`src/rtl/aes_sbox_pkg.sv`:
```
// aes_sbox_pkg: shared widths, FSM/requester enums, slice-count helper and AES S-box lookup.
package aes_sbox_pkg;

    localparam int STATE_W = 128;
    localparam int WORD_W  = 32;
    localparam int BYTE_W  = 8;

    typedef enum logic [1:0] {IDLE, RUN_ST, RUN_KS, DRAIN} fsm_t;
    typedef enum logic {REQ_ST, REQ_KS} req_t;

    function automatic int num_slices(input int n, input req_t r);
        return (r == REQ_ST) ? 16 / n : ((n >= 4) ? 1 : 4 / n);
    endfunction

    localparam logic [0:255][7:0] SBOX_TBL = {
        128'h637c777bf26b6fc53001672bfed7ab76,
        128'hca82c97dfa5947f0add4a2af9ca472c0,
        128'hb7fd9326363ff7cc34a5e5f171d83115,
        128'h04c723c31896059a071280e2eb27b275,
        128'h09832c1a1b6e5aa0523bd6b329e32f84,
        128'h53d100ed20fcb15b6acbbe394a4c58cf,
        128'hd0efaafb434d338545f9027f503c9fa8,
        128'h51a3408f929d38f5bcb6da2110fff3d2,
        128'hcd0c13ec5f974417c4a77e3d645d1973,
        128'h60814fdc222a908846eeb814de5e0bdb,
        128'he0323a0a4906245cc2d3ac629195e479,
        128'he7c8376d8dd54ea96c56f4ea657aae08,
        128'hba78252e1ca6b4c6e8dd741f4bbd8b8a,
        128'h703eb5664803f60e613557b986c11d9e,
        128'he1f8981169d98e949b1e87e9ce5528df,
        128'h8ca1890dbfe6426841992d0fb054bb16
    };

    function automatic logic [7:0] sbox(input logic [7:0] a);
        return SBOX_TBL[a];
    endfunction

endpackage

```
`src/rtl/sbox_bank.sv`:
```
// sbox_bank: NUM_SBOX parallel combinational AES S-boxes on a flat byte bus.
module sbox_bank
    import aes_sbox_pkg::*;
#(
    parameter int NUM_SBOX = 4
) (
    input  logic [NUM_SBOX*BYTE_W-1:0] din,
    output logic [NUM_SBOX*BYTE_W-1:0] dout
);

    for (genvar g = 0; g < NUM_SBOX; g++) begin : g_lane
        assign dout[g*BYTE_W +: BYTE_W] = sbox(din[g*BYTE_W +: BYTE_W]);
    end

endmodule

```
`src/rtl/sbox_share_sched.sv`:
```
// sbox_share_sched: round-robin time-multiplexing of a NUM_SBOX S-box bank between SubBytes and SubWord jobs.
// SBOX_PIPE_EN: adds a register after the bank and a DRAIN state (+1 cycle to done).
module sbox_share_sched
    import aes_sbox_pkg::*;
#(
    parameter int NUM_SBOX = 4
) (
    input  logic               clk,
    input  logic               rst,
    input  logic               st_req,
    input  logic [STATE_W-1:0] st_in,
    output logic               st_ack,
    output logic               st_done,
    output logic [STATE_W-1:0] st_out,
    input  logic               ks_req,
    input  logic [WORD_W-1:0]  ks_in,
    output logic               ks_ack,
    output logic               ks_done,
    output logic [WORD_W-1:0]  ks_out,
    output logic               busy
);

    localparam int LW    = NUM_SBOX * BYTE_W;
    localparam int ST_SL = num_slices(NUM_SBOX, REQ_ST);
    localparam int KS_SL = num_slices(NUM_SBOX, REQ_KS);
    localparam int KB    = ((NUM_SBOX > 4) ? NUM_SBOX : 4) * BYTE_W;
`ifdef SBOX_PIPE_EN
    localparam bit PIPE = 1'b1;
`else
    localparam bit PIPE = 1'b0;
`endif

    if (!(NUM_SBOX == 1 || NUM_SBOX == 2 || NUM_SBOX == 4 || NUM_SBOX == 8 || NUM_SBOX == 16)) begin : g_bad_num_sbox
        $error("sbox_share_sched: NUM_SBOX must be 1, 2, 4, 8 or 16");
    end

    fsm_t               state, state_nxt;
    req_t               last_grant;
    logic [3:0]         cnt, cnt_nxt;
    logic [STATE_W-1:0] op, res, res_nxt;
    logic [LW-1:0]      feed, bank_out, wr_data;
    logic               run, last, wr_v, wr_last, wr_ks, fin_st, fin_ks;

    assign run    = (state == RUN_ST) || (state == RUN_KS);
    assign last   = cnt == ((state == RUN_KS) ? 4'(KS_SL - 1) : 4'(ST_SL - 1));
    assign st_ack = !rst && (state == IDLE) && st_req && (!ks_req || last_grant == REQ_KS);
    assign ks_ack = !rst && (state == IDLE) && ks_req && (!st_req || last_grant == REQ_ST);
    assign busy   = state != IDLE;
    // operand shifts left one slice per cycle, so the current slice is always the top lanes
    assign feed   = op[STATE_W-1 -: LW];

    always_comb begin
        state_nxt = (state == IDLE) ? (st_ack ? RUN_ST : ks_ack ? RUN_KS : IDLE)
                  : (run && !last)  ? state
                  : (run && PIPE)   ? DRAIN
                  :                   IDLE;
        cnt_nxt   = (run && !last) ? cnt + 4'd1 : 4'd0;
    end

    sbox_bank #(.NUM_SBOX(NUM_SBOX)) u_bank (
        .din  (feed),
        .dout (bank_out)
    );

`ifdef SBOX_PIPE_EN
    logic          pipe_v, pipe_last, pipe_ks;
    logic [LW-1:0] pipe_q;

    always_ff @(posedge clk or posedge rst) begin
        if (rst) begin
            pipe_v    <= 1'b0;
            pipe_last <= 1'b0;
            pipe_ks   <= 1'b0;
            pipe_q    <= '0;
        end else begin
            pipe_v    <= run;
            pipe_last <= run && last;
            pipe_ks   <= state == RUN_KS;
            pipe_q    <= bank_out;
        end
    end

    assign wr_v    = pipe_v;
    assign wr_last = pipe_last;
    assign wr_ks   = pipe_ks;
    assign wr_data = pipe_q;
`else
    assign wr_v    = run;
    assign wr_last = last;
    assign wr_ks   = state == RUN_KS;
    assign wr_data = bank_out;
`endif

    // results shift in from the bottom; a key word ends up in the low KB bits
    assign res_nxt = (res << LW) | STATE_W'(wr_data);
    assign fin_st  = wr_v && wr_last && !wr_ks;
    assign fin_ks  = wr_v && wr_last && wr_ks;

    always_ff @(posedge clk or posedge rst) begin
        if (rst) begin
            state      <= IDLE;
            cnt        <= 4'd0;
            last_grant <= REQ_ST;
            op         <= '0;
            res        <= '0;
            st_out     <= '0;
            ks_out     <= '0;
            st_done    <= 1'b0;
            ks_done    <= 1'b0;
        end else begin
            state <= state_nxt;
            cnt   <= cnt_nxt;
            if (st_ack) begin
                last_grant <= REQ_ST;
                op         <= st_in;
            end else if (ks_ack) begin
                last_grant <= REQ_KS;
                op         <= {ks_in, {(STATE_W-WORD_W){1'b0}}};
            end else if (run) begin
                op <= op << LW;
            end
            if (wr_v)
                res <= res_nxt;
            if (fin_st)
                st_out <= res_nxt;
            if (fin_ks)
                ks_out <= res_nxt[KB-1 -: WORD_W];
            st_done <= fin_st;
            ks_done <= fin_ks;
        end
    end

endmodule

```
`config.mk`:
```
export PLATFORM = sky130hd
export DESIGN_NAME = sbox_share_sched
export DESIGN_NICKNAME = d
export VERILOG_FILES = /design/src/rtl/aes_sbox_pkg.sv /design/src/rtl/sbox_bank.sv /design/src/rtl/sbox_share_sched.sv
export SDC_FILE = /design/constraint.sdc
export NUM_CORES = 2
export LEC_CHECK = 0
export ABC_AREA = 1
export BUFFER_PORTS_ARGS = -buffer_cell sky130_fd_sc_hd__clkbuf_2
export CAP_MARGIN = 20
export CORE_MARGIN = 10
export CORE_UTILIZATION = 40
export DETAILED_ROUTE_END_ITERATION = 8
export SETUP_SLACK_MARGIN = 0.3
export SLEW_MARGIN = 25
export SYNTH_ARGS = -nofsm -noshare
export SYNTH_HDL_FRONTEND = slang
export SYNTH_SLANG_ARGS = --single-unit
```
`constraint.sdc`:
```
create_clock -name clk -period 16.7 [get_ports clk]
set_input_delay 3.34 -clock clk [delete_from_list [all_inputs] [get_ports clk]]
set_output_delay 3.34 -clock clk [all_outputs]
set_load 0.02 [all_outputs]
```
# Word level (Yosys, flattened, before mapping)
# Memories as Yosys holds them, arrays and structs flattened.
# Cells that the tools add are included.
[op_classes] add_sub_neg=1 magnitude_cmp=4 eq_ne=4 muxes=19 n_bitwise=6 reduce_logical=21
[ops] cell="$mux W128" n=3
[ops] cell="$or A128 B32 Y128" n=1
[ops] cell="$mux W8" n=8
[ops] cell="$ge A9 B9 Y1 const B" n=4
[ops] cell="$not A8 Y9" n=4
[ops] cell="$mux W2" n=5
[ops] cell="$logic_and A1 B1 Y1" n=9
[ops] cell="$logic_not A1 Y1" n=5
[ops] cell="$add A4 B1 Y4 const B" n=1
[ops] cell="$eq A4 B2 Y1" n=1
[ops] cell="$mux W4" n=1
[ops] cell="$reduce_bool A2 Y1" n=2
[ops] cell="$logic_or A1 B1 Y1" n=3
[ops] cell="$reduce_bool A3 Y1" n=1
[ops] cell="$eq A2 B1 Y1 const B" n=1
[ops] cell="$eq A2 B2 Y1 const B" n=1
[ops] cell="$logic_not A2 Y1" n=1
[ops] cell="$mux W1" n=2
[ops] cell="$ne A2 B2 Y1 const B" n=1
[ops] cell="$not A1 Y1" n=1
[word_totals] regBits=393 rom_bits=8192 out_inout_bits=165 wordCells=68 n_memories=4
[memory_table] name="(no name shown)" depth=256 width=8 rd=1 rd_clocked_by_memory_dff=0 wr=0 line_no="aes_sbox_pkg.sv:35" source="return SBOX_TBL[a];"
[memory_table] name="(no name shown)" depth=256 width=8 rd=1 rd_clocked_by_memory_dff=0 wr=0 line_no="aes_sbox_pkg.sv:35"
[memory_table] name="(no name shown)" depth=256 width=8 rd=1 rd_clocked_by_memory_dff=0 wr=0 line_no="aes_sbox_pkg.sv:35"
[memory_table] name="(no name shown)" depth=256 width=8 rd=1 rd_clocked_by_memory_dff=0 wr=0 line_no="aes_sbox_pkg.sv:35"

# Logic depth before layout (Yosys ltp)
[depth] word_depth=7 depth_mapped=15 ltp_nobuf=15

# Hierarchy
# Synthesis repeated with hierarchy kept, for this count alone.
[unflattened] hier_cells=4746 hier_area_um2=29409.5
[modules_own_cells] mod="sbox_share_sched" instances=1 cells_each=2236 area_per_inst_um2=17870.9
[modules_own_cells] mod="sbox_bank" instances=1 cells_each=2510 area_per_inst_um2=11538.6

# Worst setup path before layout
# No wires, ideal clock.
[synth_path] path_type="input to output" from="input rst" to="output st_ack" t_arrival_ps=4150 required_ps=13360 setup_slack_ps=9210 cell_stages=5 n_path_buf=2 path_cell_list="nor2_2 nand3_2 inv_2 buf_2 buf_2"
[synth_via] elab_chain_len=4
[synth_lines] element="from (decl)" line_no="sbox_share_sched.sv:9" source="input logic rst,"
[synth_lines] element="$logic_not A1 Y1 (no source line)"
[synth_lines] element="$logic_and A1 B1 Y1 (3 in series)" line_no="sbox_share_sched.sv:46" source="assign st_ack = !rst && (state == IDLE) && st_req && (!ks_req || last_grant == REQ_KS);"
[synth_lines] element="to (decl)" line_no="sbox_share_sched.sv:12" source="output logic st_ack,"
# No other way between the ends.

# Final worst setup path
# Ends and elaborated chain as after synthesis.

==> out/results.md <==
| Group | Item | Value |
| --- | --- | --- |
| clocking | CTS buffer count | 44 |
| critical path | Buf+Inv Stages, Crit Path | 4 |
| floorplan | Die Outline Area | 79,700 µm² |
| critical path | Cell seen most often among critical-path stages | clkbuf_2 |
| floorplan | Horiz. Die Dim | 282 µm |
| sta | Period utilization | 0.502 |
| power | Combinational share of power | 0.659 |
| power | Reg power frac | 0.219 |
| job | Total of max-cap violations | 0 |
| sta | Worst Hold Slack | 463 ps |
| floorplan | Area of the core | 68,300 µm² |
| clocking | Maximum level of the CTS H-tree | 2 |
| synth | Syn_nets | 4,494 |
| critical path | Cell at the slowest stage of the critical path | inv_2 |
| critical path | Type of the worst setup path | in2out |
| final layout | Layout cells sized above 1 | 0.110 |
| critical path | Number of cells on the worst reg-to-reg path | 13 |
| drt | Count of nets left with antenna violations after detail routing | 0 |
| clocking | Total number of clock tree sinks | 393 |
| grt | Wire length of the first global-routing pass | 179 mm |
| sta | RSZ-0062 raised after global routing | false |
| final layout | Most common cell after layout, fill and taps aside | nand2_1 |
| critical path | Highest net fanout along the worst path | 51 |
| clocking | Clock tree from TritonCTS | yes |
| placement | Count of port buffers added during placement | 328 |
| power | Switching part of the total power | 0.578 |
| power | Total chip power | 7.91 mW |
| critical path | Data required, critical path | 13,360 ps |
| placement | Placer Congestion | 1.00 |
| power | Pwr/cell area | 258 nW/µm² |
| final layout | Top library cells by usage in the layout, fill and taps aside | nand2_1 (1,497), nand3_1 (955), dfrtp_1 (391) |
| critical path | Crit. End Element | primary output |
| power | Internal Power | 3.34 mW |
| drt | Pre-antenna DRT Iters | 6 |
| status | Run status | complete, no violations |
| sta | Clock period minus worst slack | 8380 ps |
| clocking | Clock root buffer | clkbuf_16 |
| critical path | Delay of the slowest critical-path stage | 610 ps |
| drt | WL per Instance | 22.3 µm |
| final layout | Diode count | 0 |
| sta | Total negative slack for setup checks | 0 ps |
| sta | Count of final hold-check violations | 0 |
| floorplan | Vert. Die Dim | 282 µm |
| synth | Count of cell types in the netlist | 40 |
| sta | Least-Margin Pin Slew | 1050 ps |
| critical path | Arrival time worst endpoint | 5040 ps |
| synth | Avg Synthesized Cell Area | 6.45 µm² |
| clocking | Clock-pin slew on the worst setup and hold paths | 60 ps |
| power | Net load switching power | 4.57 mW |
| synth | Share of the yosys chip area belonging to registers | 0.357 |
| drt | Average via count per standard cell | 5.80 |
| grt | Largest net degree at the start of global routing | 121 |
| drt | Post-detailed-routing wire length | 118 mm |
| grt | All-layer global routing usage | 0.286 |
| floorplan | Starting density of the core | 0.403 |
| final layout | Area growth syn-to-layout | 11.6% |
| critical path | Top delay family on crit path | buffers and inverters |
| sta | Normalized max-slew margin | 0.296 |
| critical path | Capture point of the critical path | st_ack |
| synth | Cell Area, Synth | 27,500 µm² |
| synth | Number of synthesized register bits | 393 |
| sta | Final slew viol count | 0 |
| placement | Total placed cells including tap cells | 5,228 |
| clocking | CTS Hold Buffers Added | 0 |
| grt | Initial antenna violation count | 6 |
| final layout | Filler-free cell count of the finished design | 5,303 |
| critical path | Reg-to-reg critical path startpoint | op[105] |
| critical path | Critical path startpoint | rst |
| clocking | Total setup buffers inserted after CTS | 0 |
| clocking | Max Root-Sink Buffers | 3 |
| critical path | Crit start category | input pin |
| sta | Final setup fails | 0 |
| power | Proportion of power drawn by the clock network | 0.123 |
| power | P_leak | 16.0 nW |
| floorplan | I/O pin cnt | 329 |
| sta | Timing-limited maximum frequency | 119 MHz |
| clocking | Insertion delay of the later-clocked pin in the worst-skew pair | 600 ps |
| critical path | Stages on the worst setup path | 6 |
| grt | Vias in the first global route | 28,700 |
| critical path | Worst r2r dst | res[9] |
| final layout | Final nets | 4,619 |
| drt | Residual DRC | 0 |
| synth | Yosys warning total | 0 |
| critical path | Series of cell instances along the critical path | clkbuf_2, nor2_2, nand3_2, buf_4, inv_2, clkbuf_2 |
| sta | Worst Skew | 39.9 ps |
| worst hold path | Path class of the lowest-slack min-delay path | reg2reg |
| drt | Number of design-rule violations left by the first detailed-router iteration | 4,619 |
| placement | Final HPWL from detailed placement | 81.1 mm |
| floorplan | Placement Rows | 96 |
| grt | Total congestion overflow after global routing | 0 |
| critical path | Worst-case register-to-register setup slack | 12,650 ps |
| power | Peak VDD IR | 0.139 mV |
| clocking | Resized cells post-CTS | 0 |
| synth | Cell count after synthesis | 4,267 |
| drt | Via total after detailed routing | 30,800 |
power groups by stage:
stage	combinational (mW)	clock (mW)	sequential, mW
final	5.21	0.972	1.73
after global routing	5.66	1.04	1.77
after CTS	5.04	0.998	1.72
after detailed placement	5.02	0	1.73
after global placement	5.06	0	1.73
after floorplan	3.31	0	1.79
layer usage:
layer / GRT usage / vias up / routed length (µm)
met3: 0.0674 / 305 / 12700
met4: 0.101 / 12 / 4210
met2: 0.415 / 1820 / 49500
met1: 0.408 / 14300 / 51800
met5: 0 / - / 89
li1: - / 14300 / -
sequential cells by signal, indices dropped and copies added (netlist names):
signal / cells
cnt: 4
ks_done: 1
ks_out: 32
last_grant: 1
op: 128
res: 96
st_done: 1
st_out: 128
state: 2
worst min path at each step:
stage,end,slack (ps),cells past startpoint,from
floorplan,op[95],450,2,op[95]
global placement,st_out[33],460,2,st_out[33]
detailed placement,st_out[33],460,2,st_out[33]
CTS,res[75],470,2,res[43]
global route,res[75],490,2,res[43]
finish,res[89],460,2,res[57]
layout make-up:
| type | count | area, µm² |
|---|---|---|
| clock buffer | 60 | 1210 |
| clock inverter | 15 | 226 |
| fill | 7406 | 37600 |
| inverter | 303 | 1160 |
| multi-input combinational | 3281 | 15200 |
| sequential | 393 | 9840 |
| tap | 882 | 1100 |
| timing repair buffer | 369 | 1960 |
worst reg2reg max path: cells and delay by family (launching register included):
kind / cells / cell delay (ps)
flip-flops: 1 / 730
AND/OR/NAND/NOR: 10 / 1950
buffers and inverters: 2 / 790
adder cells (fa/ha/maj): 1 / 530
synth_stat cells (all sizes together):
master,instances,share of area
xor2,1,0.00032
o21ai,343,0.062
o211ai,44,0.012
a31oi,1,0.00023
a221oi,2,0.00064
clkinv,10,0.0014
nand3,957,0.17
nor4,1,0.00045
ha,63,0.029
nand4,22,0.0050
dfrtp,393,0.36
o2bb2ai,13,0.0041
nor3,2,0.00036
clkbuf,114,0.016
xnor2,1,0.00032
a32oi,2,0.00064
nor2,194,0.028
nand2,1505,0.21
a22oi,20,0.0055
nand3b,1,0.00027
a22o,8,0.0025
or2,6,0.0014
inv,293,0.040
buf,176,0.034
a21boi,1,0.00027
a32o,6,0.0022
a21oi,88,0.016
cells by family (layout without fill, tap and decap cells):
| logic type | count (synthesis) | count (layout) | share of synthesized area |
|---|---|---|---|
| simple gates | 2688 | 2688 | 0.416 |
| flops | 393 | 393 | 0.357 |
| compound gates | 528 | 528 | 0.107 |
| buf+inv | 593 | 747 | 0.0906 |
| xor+xnor | 2 | 2 | 0.000637 |
| fa+ha+maj | 63 | 63 | 0.0287 |
stage by stage:
| step | setup WS, ps | util | instance area [µm²] |
|---|---|---|---|
| finish | 8320 | 0.449 | 30700 |
| global route | 8210 | 0.449 | 30700 |
| CTS | 8320 | 0.449 | 30700 |
| detailed placement | 8320 | 0.428 | 29300 |
| global placement | 8320 | 0.428 | 29300 |
| floorplan | 2430 | - | 27500 |
Power figures use the tool's default switching activity.
